===== config.mk =====
export PLATFORM = sky130hd
export DESIGN_NAME = pw_update
export DESIGN_NICKNAME = d
export VERILOG_FILES = /design/src/rtl/pw_update.sv
export SDC_FILE = /design/constraint.sdc
export NUM_CORES = 1
export LEC_CHECK = 0
export CAP_MARGIN = 10
export CELL_PAD_IN_SITES_DETAIL_PLACEMENT = 1
export CELL_PAD_IN_SITES_GLOBAL_PLACEMENT = 2
export CORE_ASPECT_RATIO = 1.5
export CORE_UTILIZATION = 37
export DETAILED_ROUTE_END_ITERATION = 8
export GPL_TIMING_DRIVEN = 0
export MAX_ROUTING_LAYER = met4
export PLACE_DENSITY = 0.82
export REMOVE_ABC_BUFFERS = 1
export SETUP_SLACK_MARGIN = 0.02
export SKIP_CTS_REPAIR_TIMING = 1
export SYNTH_ARGS = -nofsm -noshare
export SYNTH_HDL_FRONTEND = slang
export SYNTH_SLANG_ARGS = --single-unit

===== constraint.sdc =====
create_clock -name clk -period 3.7 [get_ports clk]
set_input_delay 0.925 -clock clk [delete_from_list [all_inputs] [get_ports clk]]
set_output_delay 0.925 -clock clk [all_outputs]
set_load 0.01 [all_outputs]

===== src/rtl/pw_update.sv =====
// pw_update: collects a new 6-digit password twice, writes it to the password RAM and verifies it by readback
//   clk          system clock
//   rst          asynchronous active-low reset
//   pwdigit      password digit, taken on pwenter
//   pwenter      single-cycle digit strobe
//   change_req   single-cycle password change request
//   log_in_ctrl  user logged in (level); dropping it aborts a change
//   isGuest_ctrl logged-in user is a guest (level)
//   intID_ctrl   internal ID of the logged-in user, latched at request time
//   q_PW_RAM     RAM read data
//   addr_PW_RAM  RAM address {2'b00, latched ID}
//   data_PW_RAM  RAM write data
//   wren_PW_RAM  RAM write strobe, one cycle
//   busy         high whenever not idle
//   done         one-cycle pulse on a verified write
//   fail         one-cycle pulse on a rejected or failed change
//   fail_code    01 mismatch, 10 readback error, 11 denied; holds until the next fail
module pw_update #(
   parameter int RD_LAT = 3
) (
   input  logic        clk,
   input  logic        rst,
   input  logic [3:0]  pwdigit,
   input  logic        pwenter,
   input  logic        change_req,
   input  logic        log_in_ctrl,
   input  logic        isGuest_ctrl,
   input  logic [2:0]  intID_ctrl,
   input  logic [23:0] q_PW_RAM,
   output logic [4:0]  addr_PW_RAM,
   output logic [23:0] data_PW_RAM,
   output logic        wren_PW_RAM,
   output logic        busy,
   output logic        done,
   output logic        fail,
   output logic [1:0]  fail_code
);
   localparam logic [3:0] IDLE     = 4'd0;
   localparam logic [3:0] NEW      = 4'd1;
   localparam logic [3:0] CONF     = 4'd2;
   localparam logic [3:0] COMPARE  = 4'd3;
   localparam logic [3:0] WRITE    = 4'd4;
   localparam logic [3:0] RB1      = 4'd5;
   localparam logic [3:0] RB2      = 4'd6;
   localparam logic [3:0] RB_CATCH = 4'd7;
   localparam logic [3:0] VERIFY   = 4'd8;

   logic [3:0]  state;
   logic [2:0]  cnt;
   logic [2:0]  id;
   logic [23:0] new_pw;
   logic [23:0] conf_pw;
   logic [23:0] rb_pw;

   assign busy = state != IDLE;

   always_ff @(posedge clk or negedge rst) begin
      if (!rst) begin
         state       <= IDLE;
         cnt         <= '0;
         id          <= '0;
         new_pw      <= '0;
         conf_pw     <= '0;
         rb_pw       <= '0;
         addr_PW_RAM <= '0;
         data_PW_RAM <= '0;
         wren_PW_RAM <= 1'b0;
         done        <= 1'b0;
         fail        <= 1'b0;
         fail_code   <= '0;
      end else begin
         done <= 1'b0;
         fail <= 1'b0;
         // logout wins over everything, including a write about to be issued
         if (state != IDLE && !log_in_ctrl) begin
            state       <= IDLE;
            wren_PW_RAM <= 1'b0;
         end else begin
            case (state)
               IDLE: if (change_req) begin
                  if (log_in_ctrl && !isGuest_ctrl) begin
                     id      <= intID_ctrl;
                     new_pw  <= '0;
                     conf_pw <= '0;
                     cnt     <= '0;
                     state   <= NEW;
                  end else begin
                     fail      <= 1'b1;
                     fail_code <= 2'b11;
                  end
               end
               NEW: if (pwenter) begin
                  new_pw <= {new_pw[19:0], pwdigit};
                  cnt    <= cnt == 3'd5 ? 3'd0 : cnt + 3'd1;
                  state  <= cnt == 3'd5 ? CONF : NEW;
               end
               CONF: if (pwenter) begin
                  conf_pw <= {conf_pw[19:0], pwdigit};
                  cnt     <= cnt == 3'd5 ? 3'd0 : cnt + 3'd1;
                  state   <= cnt == 3'd5 ? COMPARE : CONF;
               end
               COMPARE: if (new_pw == conf_pw) begin
                  wren_PW_RAM <= 1'b1;
                  addr_PW_RAM <= {2'b00, id};
                  data_PW_RAM <= new_pw;
                  state       <= WRITE;
               end else begin
                  fail      <= 1'b1;
                  fail_code <= 2'b01;
                  state     <= IDLE;
               end
               WRITE: begin
                  wren_PW_RAM <= 1'b0;
                  state       <= RB1;
               end
               RB1: begin
                  cnt   <= '0;
                  state <= RB2;
               end
               // RB2 stretches for longer RAM latencies so q is valid when RB_CATCH ends
               RB2: begin
                  cnt   <= cnt + 3'd1;
                  state <= cnt == 3'(RD_LAT - 3) ? RB_CATCH : RB2;
               end
               RB_CATCH: begin
                  rb_pw <= q_PW_RAM;
                  state <= VERIFY;
               end
               VERIFY: begin
                  done      <= rb_pw == new_pw;
                  fail      <= rb_pw != new_pw;
                  fail_code <= rb_pw != new_pw ? 2'b10 : fail_code;
                  state     <= IDLE;
               end
               default: state <= IDLE;
            endcase
         end
      end
   end
endmodule


==> Word level (Yosys, flattened, before mapping) <==
Cells that the tools add are included.
{ "word_totals": {"regBits": 114, "in_bits": 37} }
{ "classes": {"add_sub_neg": 1, "eq_ne": 25, "n_mux": 36, "bitwise": 1, "n_reduce_logical": 22} }
{ "op_table": {"columns": ["op", "n"], "rows": [
  ["$mux W24", 4],
  ["$pmux W24 S2", 2],
  ["$eq A24 B24 Y1", 2],
  ["$pmux W4 S8", 1],
  ["$ne A24 B24 Y1", 1],
  ["$mux W4", 5],
  ["$eq A4 B3 Y1 const B", 4],
  ["$mux W3", 5],
  ["$ne A3 B3 Y1 const B", 5],
  ["$reduce_and A5 Y1", 3],
  ["$ne A2 B2 Y1 const B", 7],
  ["$pmux W3 S4", 1],
  ["$mux W1", 10],
  ["$mux W2", 5],
  ["$eq A4 B2 Y1 const B", 2],
  ["$reduce_and A4 Y1", 2],
  ["$reduce_bool A4 Y1", 2],
  ["$pmux W2 S3", 1],
  ["$reduce_and A6 Y1", 1],
  ["$reduce_bool A3 Y1", 2],
  ["$eq A4 B1 Y1 const B", 1],
  ["$eq A4 B4 Y1 const B", 1],
  ["$logic_not A4 Y1", 1],
  ["$reduce_and A2 Y1", 2],
  ["12 further kinds", 15]
]} }

==> Depth between registers and ports, before layout <==
Gate-level depths: netlist of run 1.
{ "depth": {"depth_word": 6, "depth_mapped": 8, "mapped_depth_nobuf": 7} }

==> Worst setup path after synthesis of run 1 <==
Ideal clock, no wire load.
{ "synth_path": {"path_type": "input-to-reg", "start": "input isGuest_ctrl", "end": "register new_pw[18]", "setup_time_ns": 0.135, "arrival_time_ns": 2.094, "slack_ns": 1.471, "path_stages": 8, "n_path_buf": 2, "path_cell_list": "nand2b_1 > nor2_1 > a21oi_1 > or3_1 > clkbuf_1 > clkbuf_1 > nand2_1 > o21ai_0"} }
{ "synth_via": {"elab_chain_len": 4} }
{ "synth_lines": {"columns": ["element", "line_no", "rtl"], "rows": [
  ["from (decl)", "27", "input logic isGuest_ctrl,"],
  ["$logic_not A1 Y1", "81", "if (log_in_ctrl && !isGuest_ctrl) begin"],
  ["$logic_and A1 B1 Y1", "81", null],
  ["$ne A2 B2 Y1 (no line)", null, null],
  ["$reduce_and A5 Y1 (no line)", null, null],
  ["to (signal assigned)", "93", "new_pw <= {new_pw[19:0], pwdigit};"],
  ["to (decl)", "51", "logic [23:0] new_pw;"]
]} }
Every way passes these cells.
A chain may end at the register's enable or synchronous reset.

==> Worst setup path after layout of run 1 <==
{ "layout_path": {"start": "input log_in_ctrl", "end": "register rb_pw[11]"} }
{ "layout_via": {"elab_chain_len": 4} }
{ "layout_lines": {"columns": ["element", "line_no", "rtl"], "rows": [
  ["from (decl)", "26", "input logic log_in_ctrl,"],
  ["$logic_not A1 Y1", "75", "if (state != IDLE && !log_in_ctrl) begin"],
  ["$logic_and A1 B1 Y1", "75", null],
  ["$not A1 Y1 (no line)", null, null],
  ["$reduce_and A2 Y1 (no line)", null, null],
  ["to (signal assigned)", "126", "rb_pw <= q_PW_RAM;"],
  ["to (decl)", "53", "logic [23:0] rb_pw;"]
]} }
Every way passes these cells.

==> results of run 1 <==
==> state kept, by name (all words and copies together), names as in the netlist <==
signal	cells
rb_pw	24
addr_PW_RAM	3
data_PW_RAM	24
fail	1
conf_pw	24
wren_PW_RAM	1
state	4
cnt	3
new_pw	24
id	3
done	1
fail_code	2
==> worst register-to-register path, delay by kind of cell (launching register included) <==
| family | cells | cell delay (ns) |
|---|---|---|
| buffers and inverters | 2 | 1.03 |
| flip-flops | 1 | 0.67 |
| AND/OR/NAND/NOR | 4 | 1.24 |
==> how the worst max path moves through the flow <==
stage	cells past startpoint	endpoint	slack, ns	startpoint
after floorplan	6	new_pw[0]	1.32	isGuest_ctrl
after global placement	1	rb_pw[22]	-2.76	rst
after detailed placement	7	rb_pw[11]	-0.13	log_in_ctrl
after CTS	5	rb_pw[11]	0.11	state[0]
after global routing	7	rb_pw[9]	0.08	log_in_ctrl
final	7	rb_pw[11]	0.36	log_in_ctrl
==> through the flow <==
step	hold WS, ns	area (um2)	setup TNS (ns)
after floorplan	0.465	5180	0
after global placement	0.478	6110	-315.38
after detailed placement	0.483	6180	-2.21
after CTS	0.383	6810	0
after global routing	0.389	6860	0
final	0.385	6860	0
==> power groups by stage <==
stage	registers, uW	clock network, uW	logic (uW)
2_1_floorplan	1340	0	156
3_3_place_gp	1360	0	274
6_report	1330	1740	316
3_5_place_dp	1360	0	296
5_1_grt	1330	1830	352
4_1_cts	1340	1770	303
==> Yosys cell counts, drive strengths merged (3+ instances only) <==
library cell	count
inv	6
nand2b	3
nor4	10
nand2	181
a21oi	4
nand3	5
nor3	3
nand4	5
buf	7
mux2	30
dfrtp	114
or3	4
ha	3
xnor2	16
xor2	32
nor2	10
o21ai	54
clkbuf	22
==> per-layer routing <==
layer  vias to the layer above  share of wire  wire, um
li1                       1906              -         -
met1                      2002           0.41      5600
met2                        67           0.54      7420
met3                        18          0.028       379
met4                         0          0.016       212
met5                         -              0         0
==> cell families (layout without fill, tap and decap cells) <==
logic type / after synthesis / in the layout / share of synthesized area
muxes: 30 / 30 / 0.0776
and+or+nand+nor: 228 / 228 / 0.182
DFF: 114 / 114 / 0.536
adders and majority gates: 3 / 3 / 0.00705
other: 1 / 2 / 0.000704
AOI/OAI and AO/OA: 78 / 78 / 0.0856
buffers and inverters: 35 / 112 / 0.0327
xor gates and xnor gates: 48 / 48 / 0.0790
==> cell type report <==
| type | count | area (um2) | area share |
|---|---|---|---|
| clock inverters | 9 | 153 | 0.0222 |
| flip-flops and latches | 114 | 2850 | 0.416 |
| clock buffers | 23 | 478 | 0.0696 |
| inverters | 6 | 22.5 | 0.00328 |
| multi-input cells | 389 | 2300 | 0.335 |
| repair buffers | 74 | 817 | 0.119 |
| well taps | 192 | 240 | 0.0350 |
==> results_dict.tcl, run 1 <==
set metrics [dict create \
    status "finished clean" \
    rr_endpoint "rb_pw[11]" \
    synth_edf_count 0 \
    syn-cell-area_um2 5320 \
    routedWlPerCell_um 16.9 \
    port_buffers 69 \
    antenna_found_initial 0 \
    pwr-share-seq 0.392 \
    cts_sinks 114 \
    relSlewSlack 0.222 \
    maxCapViolCount 0 \
    grt_pass1_wl_um 22900 \
    core_um2 14100 \
    start_util 0.379 \
    ant_nets 0 \
    routed_via_density 4.95 \
    nets 642 \
    clkTransAtPathRegs_ns 0.05 \
    path_cells "clkdlybuf4s50_1 > inv_1 > nor2_1 > nand3_1 > inv_2 > nand2_1 > nand2_1" \
    ios 72 \
    fin_skew_ns 0.00796 \
    cts_buffers 17 \
    slowest_delay_ns 0.83 \
    cts_tree "done" \
    num_rows 53 \
    end_kind "flip-flop" \
    setup_viol 0 \
    layout_commonest_cell "nand2_1" \
    vias 3993 \
    drive_above_1_share 0.117 \
    timing.critical_path.mode_cell "nand2_1" \
    synth-seq-cells 114 \
    critPathBufInv 3 \
    yosysWarnings 0 \
    critPathMaxFanout 25 \
    fin_cells 807 \
    leakage_uw 0.00324 \
    syn_avg_cell_area_um2 9.91 \
    fillCellCount 1588 \
    cp_top_family "buffers and inverters" \
    r2r_start "state[0]" \
    firstDrtPassIters 4 \
    dp_cells 773 \
    internal_power_uw 2600 \
    p_clk_frac 0.515 \
    busiest_layer "met2" \
    swShare 0.233 \
    finalCritPeriodShare 0.903 \
    grt_max_degree 89 \
    use_met2 0.369 \
    fin_ws_ns 0.358 \
    drt_iter0_drc 139 \
    antennaDiodeCount 0 \
    synth-seq-area-share 0.536 \
    cts_root_buf "clkbuf_16" \
    finalHoldViolations 0 \
    h-tree-depth 4 \
    ir_drop_uv 267 \
    synth_top_area_frac 0.536 \
    use_met1 0.236 \
    min_path_type "in2async" \
    cpMaxStageDelayCell "nand3_1" \
    drv_slew 0 \
    yosysUniqueCellTypes 49 \
    pwr-share-comb 0.093 \
    grt-ovfl-total 0 \
    crit_arrival_ns 3.68 \
    dp.final_hpwl_um 9140 \
    p_total_uw 3390 \
    use_met3 0.0422 \
    ys.flop_type "dfrtp_1" \
    dieArea_um2 14900 \
    synth_top_cell_by_area "dfrtp_1" \
    post-route-util 0.488 \
    grt_pass1_vias 4401 \
    clockBufferDepth 2 \
    globalRouteTotalUtil 0.209 \
    insertion_delay_ns 0.41 \
    dieHeight_um 149 \
    die_width_um 99.9 \
    path_class "in2reg" \
    switchingPower_uw 789 \
    layout_common_cells "181 x nand2_1, 114 x dfrtp_1, 68 x clkdlybuf4s50_1" \
    max_freq_ghz 0.299 \
    worst_r2r_path_depth 6 \
    synth_area_leaders "dfrtp_1 54%, nand2_1 13%, mux2_4 5.6%, xor2_1 5.3%, o21ai_0 5.0%" \
    synthArstFlopShare 1.00 \
    place.gp.congestion 0.795 \
    syn2layout_area_growth_pct 28.9 \
    min_period_ns 3.34 \
    pre_cts_slack_ns -0.134 \
    critical_path_required_ns 4.04 \
    grt_setup_unrepaired "false" \
    tightestPinTransition_ns 1.16 \
    r2r_slack_ns 0.68 \
    start_kind "input port" \
    wirelength_um 13600 \
    synth_cells 537 \
    power_density_nw_per_um2 494 \
    drc 0 \
]
No activity file was read; power rests on OpenSTA's default activity.
==> run 2: changes to the inputs <==
- ABC_AREA: not set -> 1
- ABC_CLOCK_PERIOD_IN_PS: not set -> 3700
- CORE_MARGIN: not set -> 5
==> run 2 against run 1 <==
Net effect:
- wire length rose by 5.3%
- register-to-register slack improved by 0.07 ns
- clock skew barely moved
- critical path depth rose by 1
- combinational power rose to 3.3 times the previous value
- first-iteration DRC count rose by 18%
- final area rose by 1.1%
- worst setup slack got worse by 0.093 ns
- hold slack improved by 0.018 ns
- critical endpoint is now new_pw[3]
==> results_dict.tcl, run 2 <==
set metrics [dict create \
    dieHeight_um 160 \
    cts_tree "done" \
    globalRouteTotalUtil 0.182 \
    core_um2 14700 \
    layout_common_cells "168 x nand2_1, 114 x dfrtp_1, 78 x inv_1" \
    wirelength_um 14300 \
    synth_common_cells "168 x nand2_1, 114 x dfrtp_1, 78 x inv_1, 40 x o22ai_2, 27 x nor2_1" \
    antennaDiodeCount 0 \
    clockBufferDepth 2 \
    synth_fa_ha_area_frac 0.00677 \
    synth_xor_area_frac 0.0474 \
    leakage_uw 0.00313 \
    vias 4164 \
    place.gp.congestion 0.806 \
    critPathMaxFanout 25 \
    synthArstFlopShare 1.00 \
    drc 0 \
    fillCellCount 1726 \
    finalHoldViolations 0 \
    fin_skew_ns 0.00748 \
    drv_slew 0 \
    relSlewSlack 0.279 \
    crit_start "log_in_ctrl" \
    synth_top_cell_by_area "dfrtp_1" \
    cts_buffers 17 \
    use_met2 0.319 \
    syn-cell-area_um2 5540 \
    p_total_uw 4070 \
    tightestPinTransition_ns 1.08 \
    dieArea_um2 17600 \
    start_util 0.378 \
    synth_top_area_frac 0.515 \
    use_met3 0.0392 \
    clkTransAtPathRegs_ns 0.05 \
    syn2layout_area_growth_pct 25.2 \
    drive_above_1_share 0.152 \
    maxCapViolCount 0 \
    synthSimpleGateAreaFrac 0.177 \
    path_class "in2reg" \
    power_density_nw_per_um2 586 \
    yosysWarnings 0 \
    dp_cells 834 \
    finalCritPeriodShare 0.928 \
    use_met1 0.199 \
    syn_avg_cell_area_um2 9.44 \
    h-tree-depth 4 \
    synth_cells 587 \
    synth.area.mux_share 0 \
    cts_root_buf "clkbuf_16" \
    min_period_ns 3.44 \
    synth_edf_count 0 \
    antenna_found_initial 0 \
    crit_arrival_ns 3.74 \
    synth.most_common_cell "nand2_1" \
    critical_path_required_ns 4.01 \
    ant_nets 0 \
    routed_via_density 4.80 \
    port_buffers 69 \
    insertion_delay_ns 0.41 \
    grt_setup_unrepaired "false" \
    r2r_start "state[0]" \
    grt_max_degree 82 \
    dp.final_hpwl_um 10000 \
    num_rows 54 \
    nets 698 \
    slowest_delay_ns 0.81 \
    grt_pass1_vias 4699 \
    ys.flop_type "dfrtp_1" \
    fin_cells 867 \
    synth_top_family_by_area "simple AND/OR/NAND/NOR gates" \
    die_width_um 110 \
    grt-ovfl-total 0 \
    min_path_type "in2async" \
    r2r_slack_ns 0.75 \
    routedWlPerCell_um 16.5 \
    ios 72 \
    tns_ns 0 \
    yosysUniqueCellTypes 35 \
    cts_sinks 114 \
    firstDrtPassIters 4 \
    grt_pass1_wl_um 23900 \
    status "finished clean" \
    busiest_layer "met2" \
    end_kind "flip-flop" \
    drt_iter0_drc 164 \
    layout_commonest_cell "nand2_1" \
    ir_drop_uv 294 \
    synth-seq-cells 114 \
    synth_area_leaders "dfrtp_1 51%, nand2_1 11%, o22ai_2 9.0%, inv_1 5.3%, xnor2_1 4.0%" \
    setup_viol 0 \
    critPathBufInv 2 \
    start_kind "input port" \
    synth-compound-area-share 0.166 \
    cp_top_family "simple AND/OR/NAND/NOR gates" \
    max_freq_ghz 0.291 \
    synth-seq-area-share 0.515 \
    cpMaxStageDelayCell "nor2_4" \
    path_cells "clkdlybuf4s50_1 > inv_1 > or2_2 > o21bai_4 > nand2_2 > nor2_4 > nand2_4 > o22ai_1" \
]
run 2: through the flow:
stage / setup WS (ns) / util / cell area [um2] / hold WS, ns
finish: 0.265 / 0.473 / 6940 / 0.403
CTS: 0.0710 / 0.471 / 6910 / 0.400
global placement: -2.90 / 0.431 / 6310 / 0.464
floorplan: 0.861 / - / 5380 / 0.468
global route: 0.169 / 0.473 / 6940 / 0.409
detailed placement: -0.329 / 0.433 / 6340 / 0.468
run 2: cells by family after synthesis:
kind of cell    count (synthesis)
simple gates                  227
other cells                     1
fa+ha+maj                       3
flops                         114
xor+xnor                       30
buf+inv                       103
compound gates                109
run 2: final cells by class:
type	count	area [um2]	share of cell area
clock inverters	10	110	0.0159
flip-flops and latches	114	2850	0.411
inverters	83	313	0.0451
clock buffers	22	454	0.0655
well taps	196	245	0.0353
multi-input cells	371	2220	0.320
repair buffers	71	747	0.108
run 2: worst paths after layout:
path,end,depth (start not counted)
worst max-delay path,new_pw[3],8
min in group clk,fail_code[0],2
max in group asynchronous,new_pw[17],2
worst min-delay path,id[0],1
worst max register to register,new_pw[3],7
worst min register to register,fail_code[0],2
run 2: power breakdown:
part           leakage (uW)  internal, uW  switching [uW]
sequential          0.00150          1360            99.5
combinational       0.00136           346             694
clock              0.000266          1000             566
total               0.00313          2710            1360
run 2: metal layers:
layer / wire length, um / part of all wire
met5: 0 / 0
met4: 227 / 0.016
met3: 381 / 0.027
met2: 7920 / 0.55
met1: 5800 / 0.40
